$ cat config.mk
export PLATFORM = sky130hd
export DESIGN_NAME = boolean_propose_scheduler
export DESIGN_NICKNAME = d
export VERILOG_FILES = /design/src/rtl/boolean_propose_scheduler.sv
export SDC_FILE = /design/constraint.sdc
export NUM_CORES = 1
export LEC_CHECK = 0
export ABC_AREA = 1
export ABC_CLOCK_PERIOD_IN_PS = 2080
export CORE_ASPECT_RATIO = 0.9
export CORE_UTILIZATION = 53
export DETAILED_ROUTE_END_ITERATION = 8
export GPL_TIMING_DRIVEN = 0
export MAX_ROUTING_LAYER = met4
export PLACE_DENSITY = 0.78
export SYNTH_ARGS = -nofsm -noshare
export SYNTH_HDL_FRONTEND = slang
export SYNTH_SLANG_ARGS = --single-unit
$ cat constraint.sdc
create_clock -name in_clk -period 2.08 [get_ports in_clk]
set_input_delay 0.208 -clock in_clk [delete_from_list [all_inputs] [get_ports in_clk]]
set_output_delay 0.208 -clock in_clk [all_outputs]
set_load 0.01 [all_outputs]
$ cat src/rtl/boolean_propose_scheduler.sv
// -----------------------------------------------------------------------------
// boolean_propose_scheduler
//
// Purpose:
//   Sequences a run of single-bit-flip proposals over an N_VARS-bit boolean
//   assignment. Each proposal flips one indexed bit of the committed
//   assignment. The proposal is held until an external evaluator returns an
//   accept/reject decision. Accepted proposals become the new committed
//   assignment, and the block counts how many were accepted.
//
// Configuration macro:
//   RANDOM_INDEX_EN - when defined, the flip index comes from a 16-bit
//                     Fibonacci LFSR (taps 16,14,13,11). When undefined, it
//                     comes from a free-running round-robin counter.
//
// Parameters:
//   N_VARS  - number of boolean variables (>= 2)
//   IDX_W   - index width, ceil(log2(N_VARS))
//   ITER_W  - iteration / accept-count width
//   SEED    - nonzero LFSR reset value
//
// Ports:
//   in_clk                           rising-edge clock
//   in_reset                         asynchronous active-high reset
//   in_start                         begin a run (sampled in IDLE only)
//   in_initial_assignment            starting assignment, [0:N_VARS-1]
//   in_num_iterations                proposals per run (captured at start)
//   in_accept_valid                  evaluator decision present
//   in_accept                        1 = accept, 0 = reject
//   out_variable_to_be_changed_index index of the bit being flipped
//   out_propose_enable               one-cycle pulse in PROPOSE
//   out_proposed_assignment          current assignment with indexed bit flipped
//   out_proposal_valid               proposal awaits a decision
//   out_current_assignment           committed assignment
//   out_busy                         high whenever not IDLE
//   out_done                         one-cycle pulse at end of run
//   out_accept_count                 accepted proposals in current/last run
//
// Bit i of a [0:N_VARS-1] vector is addressed by index i, so index 0 is the
// leftmost bit.
// -----------------------------------------------------------------------------
module boolean_propose_scheduler #(
    parameter int          N_VARS = 2,
    parameter int          IDX_W  = 1,
    parameter int          ITER_W = 8,
    parameter logic [15:0] SEED   = 16'hACE1
) (
    input  logic              in_clk,
    input  logic              in_reset,
    input  logic              in_start,
    input  logic [0:N_VARS-1] in_initial_assignment,
    input  logic [ITER_W-1:0] in_num_iterations,
    input  logic              in_accept_valid,
    input  logic              in_accept,
    output logic [IDX_W-1:0]  out_variable_to_be_changed_index,
    output logic              out_propose_enable,
    output logic [0:N_VARS-1] out_proposed_assignment,
    output logic              out_proposal_valid,
    output logic [0:N_VARS-1] out_current_assignment,
    output logic              out_busy,
    output logic              out_done,
    output logic [ITER_W-1:0] out_accept_count
);

    typedef enum logic [1:0] {
        S_IDLE,
        S_PROPOSE,
        S_WAIT_DECISION,
        S_DONE
    } state_t;

    localparam logic [IDX_W-1:0] LAST_IDX = IDX_W'(N_VARS - 1);

    // -------------------------------------------------------------------------
    // Registers
    // -------------------------------------------------------------------------
    state_t              state_q;
    logic [0:N_VARS-1]   current_q;
    logic [ITER_W-1:0]   iter_q;
    logic [ITER_W-1:0]   num_iter_q;
    logic [ITER_W-1:0]   accept_count_q;
    logic [IDX_W-1:0]    index_q;
    logic [IDX_W-1:0]    rr_q;
    logic [15:0]         lfsr_q;
    logic                propose_en_q;
    logic                proposal_valid_q;
    logic                busy_q;
    logic                done_q;

    // -------------------------------------------------------------------------
    // Next-value helpers
    // -------------------------------------------------------------------------
    logic [IDX_W-1:0]    rr_d;
    logic [15:0]         lfsr_d;
    logic [IDX_W-1:0]    index_src_d;
    logic [0:N_VARS-1]   proposed_d;
    logic                last_iter_d;

    // Both index sources run in every build so their reset and advance
    // behaviour is identical regardless of which one drives the index.
    assign rr_d   = (rr_q == LAST_IDX) ? '0 : rr_q + IDX_W'(1);
    assign lfsr_d = {lfsr_q[14:0], lfsr_q[15] ^ lfsr_q[13] ^ lfsr_q[12] ^ lfsr_q[10]};

`ifdef RANDOM_INDEX_EN
    localparam logic [IDX_W:0] N_EXT = (IDX_W + 1)'(N_VARS);
    logic [IDX_W:0] cand_d;

    // NOTE: every variable assigned in always_comb gets a default first, so
    // no path leaves it unassigned and no latch is inferred.
    always_comb begin
        cand_d      = {1'b0, lfsr_q[IDX_W-1:0]};
        index_src_d = lfsr_q[IDX_W-1:0];
        // Candidate is below 2^IDX_W < 2*N_VARS, so one subtraction folds it
        // into range.
        if (cand_d >= N_EXT) begin
            index_src_d = IDX_W'(cand_d - N_EXT);
        end
    end
`else
    always_comb begin
        index_src_d = rr_q;
    end
`endif

    always_comb begin
        proposed_d          = current_q;
        proposed_d[index_q] = ~current_q[index_q];
    end

    // Widened by one bit so iter+1 cannot wrap when the run length is the
    // maximum representable count.
    assign last_iter_d = (({1'b0, iter_q} + (ITER_W + 1)'(1)) == {1'b0, num_iter_q});

    // -------------------------------------------------------------------------
    // FSM with registered outputs
    // -------------------------------------------------------------------------
    // NOTE: sequential state uses non-blocking assignments so every register
    // samples its inputs from before the edge, independent of statement order.
    always_ff @(posedge in_clk or posedge in_reset) begin
        if (in_reset) begin
            state_q          <= S_IDLE;
            current_q        <= '0;
            iter_q           <= '0;
            num_iter_q       <= '0;
            accept_count_q   <= '0;
            index_q          <= '0;
            rr_q             <= '0;
            lfsr_q           <= SEED;
            propose_en_q     <= 1'b0;
            proposal_valid_q <= 1'b0;
            busy_q           <= 1'b0;
            done_q           <= 1'b0;
        end else begin
            // Pulses default low; set only on the transition that needs them.
            propose_en_q <= 1'b0;
            done_q       <= 1'b0;

            case (state_q)
                S_IDLE: begin
                    if (in_start) begin
                        current_q      <= in_initial_assignment;
                        iter_q         <= '0;
                        accept_count_q <= '0;
                        num_iter_q     <= in_num_iterations;
                        busy_q         <= 1'b1;
                        if (in_num_iterations == '0) begin
                            state_q <= S_DONE;
                            done_q  <= 1'b1;
                        end else begin
                            state_q      <= S_PROPOSE;
                            propose_en_q <= 1'b1;
                        end
                    end
                end

                S_PROPOSE: begin
                    index_q          <= index_src_d;
                    rr_q             <= rr_d;
                    lfsr_q           <= lfsr_d;
                    proposal_valid_q <= 1'b1;
                    state_q          <= S_WAIT_DECISION;
                end

                S_WAIT_DECISION: begin
                    if (in_accept_valid) begin
                        proposal_valid_q <= 1'b0;
                        if (in_accept) begin
                            current_q      <= proposed_d;
                            accept_count_q <= accept_count_q + ITER_W'(1);
                        end
                        if (last_iter_d) begin
                            state_q <= S_DONE;
                            done_q  <= 1'b1;
                        end else begin
                            iter_q       <= iter_q + ITER_W'(1);
                            state_q      <= S_PROPOSE;
                            propose_en_q <= 1'b1;
                        end
                    end
                end

                S_DONE: begin
                    busy_q  <= 1'b0;
                    state_q <= S_IDLE;
                end

                default: begin
                    state_q <= S_IDLE;
                    busy_q  <= 1'b0;
                end
            endcase
        end
    end

    // -------------------------------------------------------------------------
    // Outputs
    // -------------------------------------------------------------------------
    assign out_variable_to_be_changed_index = index_q;
    assign out_propose_enable               = propose_en_q;
    assign out_proposal_valid               = proposal_valid_q;
    assign out_current_assignment           = current_q;
    assign out_busy                         = busy_q;
    assign out_done                         = done_q;
    assign out_accept_count                 = accept_count_q;

    // The proposal is only meaningful while a decision is pending. Gating it
    // keeps the output all-zero in reset and between proposals.
    assign out_proposed_assignment = proposal_valid_q ? proposed_d : '0;

endmodule

==> Yosys cells after proc, flatten, opt, wreduce, memory -nomap -nowiden <==
Cells that the tools add are included.
{ "word_totals": {"ff_bits": 34, "output_inout_bits": 17} }
{ "classes": {"order_cmp": 2, "n_mux": 38, "n_addsub": 4, "n_eq_ne": 8, "bitwise": 2, "n_reduce_logical": 12} }
{ "ops": {"columns": ["op", "count"], "rows": [
  ["8-bit 2-to-1 mux", 5],
  ["8-bit case mux with 2 select lines", 2],
  ["8-bit by 1-bit adder with 8-bit output, second input constant", 2],
  ["2-bit 2-to-1 mux", 8],
  ["1-bit 2-to-1 mux", 15],
  ["8-bit by 1-bit adder with 9-bit output, second input constant", 1],
  ["9-bit by 8-bit equality test with 1-bit output", 1],
  ["8-bit logical NOT", 1],
  ["2-bit != test, second input constant", 4],
  ["1-bit case mux with 2 select lines", 4],
  ["2-bit case mux with 4 select lines", 1],
  ["2-bit AND reduction", 4],
  ["4-bit AND reduction", 2],
  ["2-bit nonzero test", 3],
  ["2-bit equality test, second input constant", 2],
  ["2-bit case mux with 2 select lines", 1],
  ["2-bit bitwise mux", 1],
  ["2-bit by 1-bit equality test with 1-bit output, second input constant", 1],
  ["2-bit greater-or-equal comparator, second input constant", 1],
  ["2-bit logical NOT", 1],
  ["2-bit by 1-bit < comparator with 1-bit output, second input constant", 1],
  ["1-bit NOT with 2-bit output", 1],
  ["1-bit adder, second input constant", 1],
  ["1-bit demux with 1-bit select", 1],
  ["2 further kinds", 2]
]} }

==> Logic depth before layout (Yosys ltp) <==
Gate-level depths: netlist (run 1).
{ "depth": {"depth_word": 9, "mapped_depth": 12, "depth_no_buf": 12} }

==> Worst setup path before layout (run 1) <==
No wires, ideal clock.
{ "synth_path": {"kind": "register to register", "startpoint": "reg iter_q[0]", "endpoint": "reg propose_en_q, in the netlist out_propose_enable", "stages_incl_launch_ff": 11, "setup_time_ns": 0.131, "setup_slack_ns": 0.350, "arrival_ns": 1.598, "t_required_ns": 1.949, "path_cell_list": "dfrtp_1 -> ha_1 -> inv_1 -> nand2_1 -> nand2_1 -> nor2_1 -> nand3_1 -> nor2_1 -> nand3_2 -> nand3_1 -> o21ai_1"} }
{ "synth_between": {"elab_chain_len": 5} }
{ "synth_lines": {"columns": ["item", "line_no", "text"], "rows": [
  ["start: declaration", "79", "logic [ITER_W-1:0] iter_q;"],
  ["start signal: assignment", "195", "iter_q <= iter_q + ITER_W'(1);"],
  ["8-bit by 1-bit adder with 9-bit output", "132", "assign last_iter_d = (({1'b0, iter_q} + (ITER_W + 1)'(1)) == {1'b0, num_iter_q});"],
  ["9-bit by 8-bit equality test with 1-bit output", "132", null],
  ["1-bit 2-to-1 mux", "191", "if (last_iter_d) begin"],
  ["1-bit 2-to-1 mux", "185", "if (in_accept_valid) begin"],
  ["1-bit case mux with 2 select lines", "158", "case (state_q)"],
  ["end signal: assignment", "155", "propose_en_q <= 1'b0;"],
  ["end signal: assignment", "171", "propose_en_q <= 1'b1;"],
  ["end signal: assignment", "197", "propose_en_q <= 1'b1;"],
  ["end: declaration", "85", "logic propose_en_q;"]
]} }
Every way passes these cells.
A chain may end at the register's enable or synchronous reset.

==> Worst setup path in the final report (run 1) <==
{ "layout_path": {"startpoint": "reg iter_q[1]", "endpoint": "reg propose_en_q, in the netlist out_propose_enable"} }
The elaborated chain is that of the path after synthesis.

==> reports/summary.txt, run 1 <==
Placed insts = 326
CTS root buf = clkbuf_8
Post-route insts no fill = 334
Share of cells above drive strength 1 = 0.117
Final setup violation count = 0
IO buf count = 31
Bufs on Longest Clock Path = 2
Post-CTS setup buffer count = 0
Worst setup SP type = flip-flop
Clock slew at reported path FFs = 0.07 ns
First-pass GRT wire length = 7.45 mm
Int Power = 1.62 mW
Req. time, crit path = 2.23 ns
Fmax = 528 MHz
GRT Residual Overflow = 0
CTS Hold Bufs = 0
Tmin final = 1.90 ns
Maximum level of the CTS H-tree = 2
Power Dens Cells = 1100 nW/um^2
Avg Inst Size Synth = 7.87 um^2
Largest net degree at the start of global routing = 35
Leakage power = 1.19 nW
Sequential area share after synthesis = 0.431
Unique cell type count in the Yosys netlist = 36
Post-synthesis instance area = 1970 um^2
GP Congestion = 0.887
Power share of the combinational group = 0.428
Num CTS Buffers = 5
R2r setup slk = 0.18 ns
Setup crit end kind = flip-flop
Antenna-violating nets left = 0
Row cnt = 20
Die Y = 59.9 um
Status = finished, final reports clean
Detail Placement HPWL = 3.40 mm
Area after DPL = 2340 um^2
Tightest Hold Check Type = input port to asynchronous set/reset pin
Syn Nets = 268
Worst-skew pair later-pin latency = 0.28 ns
GRT Total Usage = 0.262
Switching pwr = 1.06 mW
Max VDD drop = 0.000836 V
Sink Count = 34
Final Skew = 0.00876 ns
Synth Instances = 251
Detailed-route DRC error count = 0
Register bit total from synthesis = 34
Vias = 1751
Initial core utilization = 0.568
Synth warn = 0
Final Hold Fails = 0
Initial antenna violation count = 0
IO Count = 32
WL final = 4.51 mm
Chip width = 66.3 um
Slew Limit Fails = 0
DR pass1 iterations = 4
Layout fillers = 306
RSZ-0062 raised after global routing = false
Vias/cell = 5.24
PostCTS Resize Cnt = 0
Clk pwr share = 0.186
Wire per inst = 13.5 um
N_diodes = 0
Slew HR = 0.520
Nets = 306
Crit path DAT = 2.05 ns
Fin crit share = 0.911
CP Max Fanout = 8
Placeable Area = 3480 um^2
Vias in the first global route = 1608
Share of power burned in registers = 0.387
Sw frac = 0.395
Final Cell Area = 2430 um^2
Tightest Pin Transition = 0.719 ns
Initial DRC count = 142
Fin Setup TNS = 0 ns
CTS tree = yes
Max cap viols = 0
Synth-to-Final Area Change = 23.3%
CP Class = flip-flop to flip-flop
Die area = 3970 um^2
-- per-stage QoR --
stage | power [mW] | hold slack, ns | util | setup slack (ns)
floorplan | 1.73 | 0.329 | - | 0.350
global placement | 2.15 | 0.453 | 0.673 | 0.0770
detailed placement | 2.18 | 0.476 | 0.673 | 0.0837
CTS | 2.68 | 0.492 | 0.699 | 0.0614
global route | 2.86 | 0.453 | 0.700 | 0.0496
finish | 2.68 | 0.371 | 0.700 | 0.185
-- cell families (layout without fill, tap and decap cells) --
logic type               after synthesis  count (layout)  synth area share
flip-flops                            34              34             0.431
buffers and inverters                 44              83            0.0912
adder cells (fa/ha/maj)                2               2            0.0127
multiplexers                           1               1           0.00570
AO/OA/AOI/OAI                         30              30            0.0913
XOR/XNOR                               5               5            0.0222
AND/OR/NAND/NOR                      135             135             0.346
-- placed cells by master (no fill, tap or decap), types with 2 or more instances in the layout --
cell type and count:
a21oi_1 3, a22oi_1 2, clkbuf_1 2, clkbuf_8 7, clkdlybuf4s50_1 31, dfrtp_1 33, ha_1 2, inv_1 36
inv_2 3, nand2_1 68, nand2_2 4, nand3_1 20, nand3_2 3, nand4_1 9, nor2_1 13, nor2_2 2
nor2_4 3, nor3_1 7, o21ai_0 17, o21ai_1 3, xnor2_1 2, xor2_1 3
-- power groups by stage --
stage               logic (mW)  clock network [mW]  registers (mW)
global placement          1.11                   0            1.04
detailed placement        1.14                   0            1.04
global route              1.26               0.543            1.06
finish                    1.15               0.497            1.04
CTS                       1.15               0.504            1.03
floorplan                0.698                   0            1.04
-- routing by layer --
layer  up-vias  wire (um)  GRT usage
li1        884          -          -
met5         -          0          -
met3         0        270     0.0458
met4         0          0     0.0638
met1       816       2100      0.372
met2        51       2140      0.392
-- path summary, 6_finish.rpt --
check	from	end	cells past startpoint
worst max register to register	iter_q[1]	out_propose_enable	10
min in group in_clk	index_src_d	index_src_d	1
worst max-delay path	iter_q[1]	out_propose_enable	10
max in group asynchronous	in_reset	iter_q[0]	2
worst min register to register	index_src_d	index_src_d	1
worst min-delay path	in_reset	out_accept_count[4]	2
-- flip-flops by register name, summed over array words and instances, names as in the netlist --
register / cells
out_variable_to_be_changed_index: 1
state_q: 2
out_proposal_valid: 1
num_iter_q: 8
out_done: 1
index_src_d: 1
out_propose_enable: 1
out_busy: 1
iter_q: 8
out_current_assignment: 2
out_accept_count: 8
-- critical path, cell delays in order (launching register included) --
cell	delay [ns]
dfrtp_1	0.46
ha_1	0.23
nand2_1	0.12
inv_1	0.11
nand2_2	0.07
nand2_1	0.12
nor2_1	0.06
nor2_2	0.18
nand3_2	0.21
nand3_1	0.13
o21ai_1	0.07
-- area by class of cell --
type                            count  area (um^2)  share of cell area
Tap cell                           44         55.1              0.0226
Timing Repair Buffer               31          310               0.127
Buffer                              5         33.8              0.0139
Multi-Input combinational cell    173          946               0.388
Sequential cell                    34          852               0.350
Clock inverter                      1         5.00             0.00206
Inverter                           39          146              0.0601
Clock buffer                        7         86.3              0.0355
-- cells in the mapped netlist (all sizes together) --
cell	n	area share
a21boi	1	0.0038
a21oi	3	0.0076
a22oi	2	0.0076
buf	3	0.0082
clkbuf	2	0.0089
dfrtp	34	0.43
ha	2	0.013
inv	39	0.074
mux2	1	0.0057
nand2	73	0.15
nand3	23	0.066
nand3b	1	0.0038
nand4	10	0.039
nor2	19	0.057
nor3	8	0.026
nor4	1	0.0063
o21ai	21	0.059
o21bai	2	0.0095
o31ai	1	0.0038
xnor2	2	0.0089
xor2	3	0.013
No activity file was read; power rests on OpenSTA's default activity.
==> inputs of run 2 (changes only) <==
--- a/config.mk
+++ b/config.mk
@@ -8,11 +8,11 @@
 export ABC_AREA = 1
 export ABC_CLOCK_PERIOD_IN_PS = 2080
 export CORE_ASPECT_RATIO = 0.9
-export CORE_UTILIZATION = 53
+export CORE_UTILIZATION = 25
 export DETAILED_ROUTE_END_ITERATION = 8
 export GPL_TIMING_DRIVEN = 0
 export MAX_ROUTING_LAYER = met4
-export PLACE_DENSITY = 0.78
+export PLACE_DENSITY = 0.42
 export SYNTH_ARGS = -nofsm -noshare
 export SYNTH_HDL_FRONTEND = slang
 export SYNTH_SLANG_ARGS = --single-unit
==> run 2 against run 1 <==
Net effect: cell area rose by 2.7%; non-clock buffer count did not move; register-to-register slack barely moved; clock power barely moved; power rose by 0.67%; sequential share of layout area fell by 0.86 points; die area rose by 110%; largest power group unchanged; routed wire length rose by 8.6%.
==> reports/summary.txt, run 2 (synthesis gave the netlist of run 1 again) <==
Critical path's slowest cell = dfrtp_2
Largest net degree at the start of global routing = 35
Max VDD drop = 0.000547 V
Fmax = 525 MHz
Final Skew = 0.00256 ns
Fin crit share = 0.915
Final setup violation count = 0
Synth-to-Final Area Change = 26.6%
IO buf count = 31
Vias = 1693
Share of cells above drive strength 1 = 0.118
Placeable Area = 7580 um^2
CP Class = flip-flop to flip-flop
Layout fillers = 815
Chip width = 95.7 um
Die area = 8260 um^2
R2R depth = 10
Final Hold Fails = 0
Maximum level of the CTS H-tree = 2
Detail Placement HPWL = 3.66 mm
Nets = 306
Setup crit end kind = flip-flop
IO Count = 32
GP Congestion = 0.759
Tightest Pin Transition = 0.732 ns
WP buf/inv = 1
Leakage power = 1.18 nW
Initial core utilization = 0.260
Seq. cell area = 853 um^2
CTS Hold Bufs = 0
Util after Layout = 0.330
N_diodes = 0
Crit path DAT = 2.06 ns
Slew Limit Fails = 0
Bufs on Longest Clock Path = 2
CTS root buf = clkbuf_8
Worst-skew pair later-pin latency = 0.28 ns
Slew HR = 0.511
Req. time, crit path = 2.23 ns
Max cap viols = 0
Sink Count = 34
CP Max Fanout = 8
PostCTS Resize Cnt = 1
Most frequent cells in the layout = nand2_1 (68), inv_1 (36), dfrtp_1 (32)
WHS = 0.363 ns
Worst setup SP type = flip-flop
Max incr delay on CP = 0.47 ns
Row cnt = 30
Multi-input logic area = 953 um^2
GRT Residual Overflow = 0
Initial DRC count = 72
Crit-path leading delay family = simple AND/OR/NAND/NOR gates
Die Y = 86.3 um
DR pass1 iterations = 4
Vias/cell = 4.41
First-pass GRT wire length = 8.21 mm
Area after DPL = 2400 um^2
Final Cell Area = 2500 um^2
Clock slew at reported path FFs = 0.07 ns
CP Cell Sequence = ha_1, inv_1, nand2_1, nand2_1, nor2_1, nand3_1, nor2_2, nand3_4, nand3_1, o21ai_1
Power Dens Cells = 1080 nW/um^2
Post-CTS setup buffer count = 0
CTS tree = yes
Num CTS Buffers = 5
Tmin final = 1.90 ns
Most common cell after layout, fill and taps aside = nand2_1
Worst path depth = 10
GRT Total Usage = 0.136
Status = finished, final reports clean
Vias in the first global route = 1650
Initial antenna violation count = 0
Tightest Hold Check Type = input port to asynchronous set/reset pin
Antenna-violating nets left = 0
Wire per inst = 12.8 um
Detailed-route DRC error count = 0
WL final = 4.90 mm
run 2: cell count changes in the layout (fill, tap and decap cells not counted):
cell      previous run  this run
dfrtp_2              1         2
clkinv_2             1         0
dfrtp_1             33        32
nand3_4              0         1
nand3_2              3         2
clkbuf_1             2         1
run 2: path summary, 6_finish.rpt:
kind	from	endpoint	slack, ns
max	iter_q[0]	out_propose_enable	0.18
min reg2reg	index_src_d	index_src_d	0.46
min in group in_clk	index_src_d	index_src_d	0.46
max in group asynchronous	in_reset	iter_q[1]	1.20
min	in_reset	out_accept_count[2]	0.36
max reg2reg	iter_q[0]	out_propose_enable	0.18
run 2: report_power, final:
part / leakage (nW) / internal [mW] / switching [mW] / total (mW)
Combinational: 0.700 / 0.504 / 0.659 / 1.16
Sequential: 0.437 / 0.853 / 0.186 / 1.04
Clock: 0.0431 / 0.256 / 0.240 / 0.496
run 2: metrics by stage:
step	cells	power, mW	setup TNS [ns]	worst slack [ns]
after floorplan	251	1.73	0	0.350
after global placement	378	2.20	-0.00889	-0.00889
after detailed placement	378	2.20	-0.0164	-0.0164
after CTS	384	2.72	0	0.0358
after global routing	384	2.92	-0.00944	-0.00944
final	384	2.70	0	0.176
run 2: final cells by class:
class	count	share of cell area
sequential	34	0.341
inverter	39	0.0586
multi-input combinational	173	0.381
tap	96	0.0480
buffer	5	0.0135
timing repair buffer	31	0.124
clock buffer	6	0.0330
run 2: layer usage:
layer  wire length [um]  vias up  GRT usage  part of all wire
met5                  0        -          -                 0
met4                 22        0     0.0380            0.0045
met3                184        2     0.0281             0.038
met2               2220       35      0.206              0.45
met1               2480      775      0.185              0.50
li1                   -      881          -                 -
==> inputs of run 3 (changes only) <==
--- a/config.mk
+++ b/config.mk
@@ -13,6 +13,9 @@
 export GPL_TIMING_DRIVEN = 0
 export MAX_ROUTING_LAYER = met4
 export PLACE_DENSITY = 0.42
+export RECOVER_POWER = 25
+export SLEW_MARGIN = 10
 export SYNTH_ARGS = -nofsm -noshare
 export SYNTH_HDL_FRONTEND = slang
 export SYNTH_SLANG_ARGS = --single-unit
+export TNS_END_PERCENT = 30
==> run 3 against run 2 <==
Net effect: cell area did not move; non-clock buffer count did not move; clock-buffer cell count did not move; clock power barely moved; clock skew did not move; combinational power barely moved; critical path type unchanged; critical endpoint unchanged; largest power group unchanged.
==> reports/summary.txt, run 3 (synthesis gave the netlist of run 1 again) <==
Status = finished, final reports clean
Clock slew at reported path FFs = 0.07 ns
Maximum level of the CTS H-tree = 2
Bufs on Longest Clock Path = 2
GRT Total Usage = 0.136
Slew Limit Fails = 0
Tightest Pin Transition = 1.34 ns
Setup WS pre-CTS = -0.0164 ns
Final setup violation count = 0
CP Cell Sequence = ha_1, inv_1, nand2_1, nand2_1, nor2_1, nand3_1, nor2_2, nand3_4, nand3_1, o21ai_1
Antenna-violating nets left = 0
WL final = 4.90 mm
Placeable Area = 7580 um^2
Wire per inst = 12.8 um
Req. time, crit path = 2.23 ns
Leakage power = 1.18 nW
Initial antenna violation count = 0
R2R Path Start = iter_q[0]
DR pass1 iterations = 4
Vias/cell = 4.41
N_diodes = 0
CP Class = flip-flop to flip-flop
Hold path cells = 1
Most frequent cells in the layout = nand2_1 (68), inv_1 (37), dfrtp_1 (32)
Vias in the first global route = 1650
Crit-path leading delay family = simple AND/OR/NAND/NOR gates
Row cnt = 30
Largest net degree at the start of global routing = 35
CTS tree = yes
Vias = 1693
GP Congestion = 0.759
Max cap viols = 0
R2R depth = 10
Nets = 306
Most common cell after layout, fill and taps aside = nand2_1
Worst setup margin = 0.176 ns
Sink Count = 34
Worst-skew pair later-pin latency = 0.28 ns
R2r setup slk = 0.18 ns
Worst R2R End = out_propose_enable
Util after Layout = 0.330
Worst path depth = 10
Worst setup SP type = flip-flop
Initial DRC count = 72
CTS Hold Bufs = 0
Max incr delay on CP = 0.47 ns
Tightest Hold Check Type = flip-flop to flip-flop
First-pass GRT wire length = 8.21 mm
Slew HR = 0.109
Hold EP = index_src_d
Final Hold Fails = 0
IO buf count = 31
IO Count = 32
Setup crit end kind = flip-flop
Critical path's slowest cell = dfrtp_2
Final Skew = 0.00256 ns
Tot Pwr = 2.70 mW
Chip width = 95.7 um
Die area = 8260 um^2
Synth-to-Final Area Change = 26.6%
Detail Placement HPWL = 3.66 mm
Fmax = 525 MHz
CP Max Fanout = 8
Initial core utilization = 0.260
Detailed-route DRC error count = 0
Fin crit share = 0.915
Fin Setup TNS = 0 ns
CTS root buf = clkbuf_8
Num CTS Buffers = 5
Max VDD drop = 0.000547 V
Post-CTS setup buffer count = 0
Layout fillers = 815
Crit path DAT = 2.06 ns
Power Dens Cells = 1080 nW/um^2
Hold wc startpoint = index_src_d
Share of cells above drive strength 1 = 0.115
Die Y = 86.3 um
GRT Residual Overflow = 0
Tmin final = 1.90 ns
WP buf/inv = 1
-- run 3: changes by cell type in the layout (fill, tap and decap cells not counted), sizes merged --
| cell | delta |
|---|---|
| clkdlybuf4s50 | -1 |
| dlygate4sd3 | +1 |
-- run 3: what timing repair did --
action / 4_1_cts / 5_1_grt
gates cloned: 0 / 0
endpoints found under the setup margin: 1 / 10
gates resized for setup: 1 / 3
-- run 3: final cells by class --
type	count	area [um^2]	area share
Clock buffer	6	82.6	0.0330
Inverter	39	146	0.0586
Timing Repair Buffer	31	310	0.124
Sequential cell	34	853	0.341
Tap cell	96	120	0.0480
Multi-Input combinational cell	173	953	0.381
Buffer	5	33.8	0.0135
-- run 3: routing by layer --
layer  up-vias  routed length [um]  GRT usage
li1        881                   -          -
met4         0                  22     0.0380
met1       775                2480      0.185
met5         -                   0          -
met2        35                2220      0.206
met3         2                 184     0.0281
-- run 3: worst reg2reg max path, cell delays in order (launching register included) --
cell and delay (ns):
dfrtp_2 0.47, ha_1 0.35, inv_1 0.05, nand2_1 0.05
nand2_1 0.05, nor2_1 0.11, nand3_1 0.10, nor2_2 0.23
nand3_4 0.17, nand3_1 0.10, o21ai_1 0.09
-- run 3: where the power goes --
group | switching (mW) | internal, mW
Combinational | 0.659 | 0.503
Clock | 0.240 | 0.256
Sequential | 0.186 | 0.853
-- run 3: worst max-delay path by stage --
stage              start                 end
2_1_floorplan  iter_q[0]  out_propose_enable
3_3_place_gp   iter_q[0]  out_propose_enable
3_5_place_dp   iter_q[0]  out_propose_enable
4_1_cts        iter_q[1]  out_propose_enable
5_1_grt        iter_q[0]           iter_q[7]
6_report       iter_q[0]  out_propose_enable
-- run 3: per-stage QoR --
step	cells	hold slack [ns]	area, um^2
6_report	384	0.464	2500
5_1_grt	384	0.496	2500
4_1_cts	384	0.404	2490
3_5_place_dp	378	0.452	2400
3_3_place_gp	378	0.452	2400
2_1_floorplan	251	0.329	1970
